$ cat config.mk
export PLATFORM = sky130hd
export DESIGN_NAME = seg7_bcd_counter_mux
export DESIGN_NICKNAME = d
export VERILOG_FILES = /design/src/rtl/seg7_bcd_counter_mux.sv
export SDC_FILE = /design/constraint.sdc
export NUM_CORES = 1
export LEC_CHECK = 0
export ABC_AREA = 1
export CORE_MARGIN = 10
export CORE_UTILIZATION = 55
export CTS_CLUSTER_SIZE = 10
export DETAILED_ROUTE_END_ITERATION = 6
export GPL_ROUTABILITY_DRIVEN = 1
export PLACE_DENSITY = 0.79
export SYNTH_ARGS = -nofsm -noshare
export SYNTH_HDL_FRONTEND = slang
export SYNTH_SLANG_ARGS = --single-unit
$ cat constraint.sdc
create_clock -name clk -period 2.5 [get_ports clk]
set_input_delay 0.625 -clock clk [delete_from_list [all_inputs] [get_ports clk]]
set_output_delay 0.625 -clock clk [all_outputs]
set_load 0.1 [all_outputs]
$ cat src/rtl/seg7_bcd_counter_mux.sv
// N-digit BCD up/down counter with a prescaled count tick and a time-multiplexed seven-segment driver.
// Optional macro SEG7_LEADING_ZERO_BLANK_EN blanks leading zero digits (digit 0 always shown).
module seg7_bcd_counter_mux #(
  parameter int DIGITS   = 4,
  parameter int TICK_DIV = 10_000_000,
  parameter int MUX_DIV  = 1024
) (
  input  logic                  clk,
  input  logic                  rst_n,
  input  logic                  en,
  input  logic                  up,
  input  logic                  clr,
  output logic [6:0]            segments,
  output logic [DIGITS-1:0]     digit_sel,
  output logic [4*DIGITS-1:0]   count_bcd,
  output logic                  wrap
);

  localparam int PW = (TICK_DIV > 1) ? $clog2(TICK_DIV) : 1;
  localparam int MW = (MUX_DIV > 1) ? $clog2(MUX_DIV) : 1;
  localparam int IW = (DIGITS > 1) ? $clog2(DIGITS) : 1;

  localparam logic [PW-1:0] PRESC_LAST = PW'(TICK_DIV - 1);
  localparam logic [MW-1:0] MCNT_LAST  = MW'(MUX_DIV - 1);
  localparam logic [IW-1:0] IDX_LAST   = IW'(DIGITS - 1);

  logic [PW-1:0]         r_presc;
  logic [4*DIGITS-1:0]   r_count;
  logic                  r_wrap_pend;
  logic                  r_wrap;
  logic [MW-1:0]         r_mcnt;
  logic [IW-1:0]         r_idx;
  logic [6:0]            r_segments;
  logic [DIGITS-1:0]     r_digit_sel;

  logic                  w_tick;
  logic [4*DIGITS-1:0]   w_count_nxt;
  logic                  w_wrap_cond;
  logic [3:0]            w_cur_digit;
  logic                  w_cur_blank;
  logic [6:0]            w_seg_nxt;
  logic [DIGITS-1:0]     w_sel_nxt;

  function automatic logic [6:0] f_decode(input logic [3:0] d);
    logic [6:0] s;
    case (d)
      4'd0:    s = 7'h3F;
      4'd1:    s = 7'h06;
      4'd2:    s = 7'h5B;
      4'd3:    s = 7'h4F;
      4'd4:    s = 7'h66;
      4'd5:    s = 7'h6D;
      4'd6:    s = 7'h7D;
      4'd7:    s = 7'h07;
      4'd8:    s = 7'h7F;
      4'd9:    s = 7'h6F;
      default: s = 7'h00;
    endcase
    return s;
  endfunction

  // clr wins over everything, so a colliding tick never reaches the counter or wrap.
  assign w_tick = en & ~clr & (r_presc == PRESC_LAST);

  always_ff @(posedge clk or negedge rst_n) begin
    if (!rst_n) begin
      r_presc <= '0;
    end else if (clr) begin
      r_presc <= '0;
    end else if (en) begin
      if (r_presc == PRESC_LAST) begin
        r_presc <= '0;
      end else begin
        r_presc <= r_presc + PW'(1);
      end
    end
  end

  // Ripple increment/decrement; a carry/borrow out of the top digit is the wrap condition.
  always_comb begin
    logic [3:0] nib;
    logic       carry;
    nib         = 4'd0;
    carry       = 1'b1;
    w_count_nxt = r_count;
    for (int k = 0; k < DIGITS; k++) begin
      nib = r_count[4*k +: 4];
      if (carry) begin
        if (up) begin
          if (nib >= 4'd9) begin
            nib = 4'd0;
          end else begin
            nib   = nib + 4'd1;
            carry = 1'b0;
          end
        end else begin
          if (nib == 4'd0 || nib > 4'd9) begin
            nib = 4'd9;
          end else begin
            nib   = nib - 4'd1;
            carry = 1'b0;
          end
        end
      end
      w_count_nxt[4*k +: 4] = nib;
    end
    w_wrap_cond = carry;
  end

  always_ff @(posedge clk or negedge rst_n) begin
    if (!rst_n) begin
      r_count     <= '0;
      r_wrap_pend <= 1'b0;
      r_wrap      <= 1'b0;
    end else begin
      if (clr) begin
        r_count <= '0;
      end else if (w_tick) begin
        r_count <= w_count_nxt;
      end
      // wrap is reported one cycle after the count edge that wrapped.
      r_wrap_pend <= w_tick & w_wrap_cond;
      r_wrap      <= r_wrap_pend;
    end
  end

  always_ff @(posedge clk or negedge rst_n) begin
    if (!rst_n) begin
      r_mcnt <= '0;
      r_idx  <= '0;
    end else if (r_mcnt == MCNT_LAST) begin
      r_mcnt <= '0;
      if (r_idx == IDX_LAST) begin
        r_idx <= '0;
      end else begin
        r_idx <= r_idx + IW'(1);
      end
    end else begin
      r_mcnt <= r_mcnt + MW'(1);
    end
  end

  always_comb begin
    logic higher_zero;
    higher_zero = 1'b1;
    w_cur_digit = 4'd0;
    w_cur_blank = 1'b0;
    w_sel_nxt   = '0;
    for (int k = DIGITS - 1; k >= 0; k--) begin
      higher_zero = higher_zero & (r_count[4*k +: 4] == 4'd0);
      if (IW'(k) == r_idx) begin
        w_cur_digit  = r_count[4*k +: 4];
        w_sel_nxt[k] = 1'b1;
`ifdef SEG7_LEADING_ZERO_BLANK_EN
        w_cur_blank  = (k != 0) && higher_zero;
`endif
      end
    end
  end

  always_comb begin
    w_seg_nxt = f_decode(w_cur_digit);
    if (w_cur_blank) begin
      w_seg_nxt = 7'h00;
    end
  end

  // Select and segment pattern are registered together so they never disagree.
  always_ff @(posedge clk or negedge rst_n) begin
    if (!rst_n) begin
      r_segments  <= 7'h00;
      r_digit_sel <= '0;
    end else begin
      r_segments  <= w_seg_nxt;
      r_digit_sel <= w_sel_nxt;
    end
  end

  assign segments  = r_segments;
  assign digit_sel = r_digit_sel;
  assign count_bcd = r_count;
  assign wrap      = r_wrap;

endmodule

==> results.md <==
* Initial antenna violation count at 0
* Nature of the critical path endpoint: flip-flop
* DRT antenna net count at 0
* TritonCTS Sinks at 65
* Post-Synthesis Cells at 591
* Clock Latency Late Sink at 350 ps
* Synth cell types at 40
* Slew Limit Fails at 0
* Initial Util at 56.3%
* CTS tree: yes
* Number of max-cap violations at 0
* Antenna diodes at 0
* CP Buf/Inv Count at 2
* Hpwl dp at 7.86 mm
* Die Width at 109 um
* Endpoints failing hold at 0
* Deepest clock path buffer count at 2
* Grt ovf at 0
* Vias in the first global route at 3973
* Relative slew margins at 63.8%
* CP startpoint: r_idx[0]
* # DRC at 0
* Syn nets at 621
* Setup ws final at 294 ps
* Synthesized flop and latch total at 65
* PortBufs at 32
* Post-synth EDFFs at 0
* Worst hold path class: input pin to asynchronous set/reset pin
* Post-CTS setup buffer count at 0
* CTS Hold Bufs at 0
* Finished Layout Cells at 739
* Synthesized area per cell at 7.36 um^2
* Root buffer cell: clkbuf_8
* Worst-Margin Slew at 543 ps
* Final hold slack at 249 ps
* Wirelength per Cell at 14.1 um
* CTS Buf Count at 9
* CP peak stage delay at 410 ps
* GRT Total Usage at 18.8%
* Crit share post-route at 88.2%
* DRT iter0 DRCs at 178
* Most common cell after layout, fill and taps aside: nand2_1
* Fillers at 690
* Status: completed
* First-pass GRT wire length at 18.1 mm
* Total Wirelength at 10.4 mm
* Crit-path cells: inv_1 > ha_1 > inv_1 > nand2_1 > o22ai_1 > nand2_1 > nand2_1 > o21ai_1 > ha_1 > or2_2 > nand2_1 > nand2_1 > nand2_1
* Vias per cell at 5.33
* Top-level port count at 33
* RSZ-0062 raised after global routing: false
* Clock Pin Slew Worst Setup and Hold Paths at 70 ps
* Commonest non-fill, non-tap cells in the layout: nand2_1 (169), inv_1 (66), dfrtp_1 (63)
* Sequential share of the synthesized area at 37.4%
* Leakage power at 2.41 nW
* Setup CP Type: flip-flop to flip-flop
* Most used cell, CP: nand2_1
* Top cell family by delay on the critical path: simple AND/OR/NAND/NOR gates
* Max IR drop VDD at 0.278 mV
* R2R Path Start: r_idx[0]
* Dpl ws at 190 ps
* Main synth FF type: dfrtp_1
* Reg-to-reg setup timing slack at 290 ps
* Chip Height at 109 um
* Routed via count at 3937
* Final setup violation count at 0
* Share of cells above drive strength 1 at 13.5%
* Dpl cells at 723
* Slowest-stage cell, CP: dfrtp_1
* Die area at 11900 um^2
* P&R area growth vs syn at 12.2%
* PD cells at 455 nW/um^2
* CP max FO at 6
* TritonRoute pass-1 iters at 4
* Setup Skew at 8.59 ps
* H-Tree Depth at 3
* Synthesized cell area at 4350 um^2
* Synth Warn # at 0
* Post-Route Setup TNS at 0 ps
* F_max at 453 MHz
* Minimum clock period at 2210 ps
* NumNets Final at 662
* Post-synthesis async set-or-reset flop share at 100%
* Startpoint types: flip-flop
* Std-Cell Rows at 32
* Core area at 7730 um^2
* Critical Path AT at 2490 ps
* Post-CTS sizing at 0
* RePlAce Congestion at 0.931
* Largest net degree at the start of global routing at 29
* Worst Path Required at 2780 ps
==> layout make-up <==
class	instances	area, um^2	area share, %
tap	102	128	2.61
clock inverter	4	20.0	0.410
timing repair buffer	41	313	6.41
inverter	74	278	5.69
sequential	65	1630	33.4
multi-input combinational	441	2380	48.7
clock buffer	12	135	2.77
==> sequential cells by signal (all words and copies together), names as in the netlist <==
name / flops
r_idx: 2
count_bcd: 16
r_presc: 24
segments: 7
wrap: 1
r_wrap_pend: 1
r_mcnt: 10
digit_sel: 4
==> worst reg2reg max path, stage by stage, from the launching register on <==
cell and delay (ps):
dfrtp_1 410, inv_1 110, ha_1 210, inv_1 90, nand2_1 120, o22ai_1 80
nand2_1 60, nand2_1 40, o21ai_1 230, ha_1 310, or2_2 310, nand2_1 60
nand2_1 40, nand2_1 60
==> cell usage after synthesis, types with 2 or more instances <==
master	count	area, um^2
nand2_1	169	634
inv_1	66	248
dfrtp_1	65	1630
nand3_1	56	280
nor2_1	44	165
o21ai_0	28	140
ha_1	25	313
a21oi_1	20	100
nor3_1	17	85.1
xor2_1	17	149
nand4_1	9	56.3
o22ai_1	8	50.1
inv_2	6	22.5
o21ai_1	6	30.0
or2_2	6	37.5
xnor2_1	5	43.8
nand2_2	4	25.0
nand2_4	3	33.8
nor2_4	3	33.8
o211ai_2	3	37.5
a22oi_1	2	15.0
buf_2	2	10.0
buf_4	2	15.0
buf_6	2	22.5
clkbuf_1	2	7.51
clkbuf_2	2	10.0
clkinv_1	2	7.51
nand4_2	2	25.0
nor3_2	2	20.0
nor4_1	2	12.5
o31ai_1	2	15.0
==> path summary, 6_finish.rpt <==
kind / endpoint / cells past startpoint
min: r_presc[12] / 1
max reg2reg: segments[3] / 13
max: segments[3] / 13
min in group clk: wrap / 0
max in group asynchronous: segments[3] / 2
min reg2reg: wrap / 0
==> power breakdown <==
group / switching, mW / internal [mW] / total (mW)
logic: 0.261 / 0.0922 / 0.353
registers: 0.0314 / 1.07 / 1.10
clock network: 0.416 / 0.354 / 0.770
==> layer usage <==
| metal | up-vias | share of wire [%] | global-route usage [%] |
|---|---|---|---|
| met4 | 0 | 1.8 | 7.06 |
| met3 | 20 | 3.9 | 4.42 |
| met5 | - | 0 | 0 |
| li1 | 1994 | - | - |
| met1 | 1835 | 43 | 21.9 |
| met2 | 88 | 51 | 32.7 |
==> per-stage QoR <==
step | power, mW | util [%] | instance area [um^2]
2_1_floorplan | 1.37 | - | 4350
3_3_place_gp | 1.46 | 61.2 | 4730
3_5_place_dp | 1.47 | 61.2 | 4730
4_1_cts | 2.24 | 63.2 | 4880
5_1_grt | 2.32 | 63.2 | 4880
6_report | 2.22 | 63.2 | 4880
==> kinds of logic (layout without fill, tap and decap cells) <==
| group | Yosys count | in the layout | share of synthesized area, % |
|---|---|---|---|
| and+or+nand+nor | 321 | 321 | 33.4 |
| buffers and inverters | 85 | 131 | 7.96 |
| AOI/OAI and AO/OA | 73 | 73 | 9.63 |
| DFF | 65 | 65 | 37.4 |
| adders and majority gates | 25 | 25 | 7.19 |
| xor gates and xnor gates | 22 | 22 | 4.43 |
(Power assumes the default switching activity.)
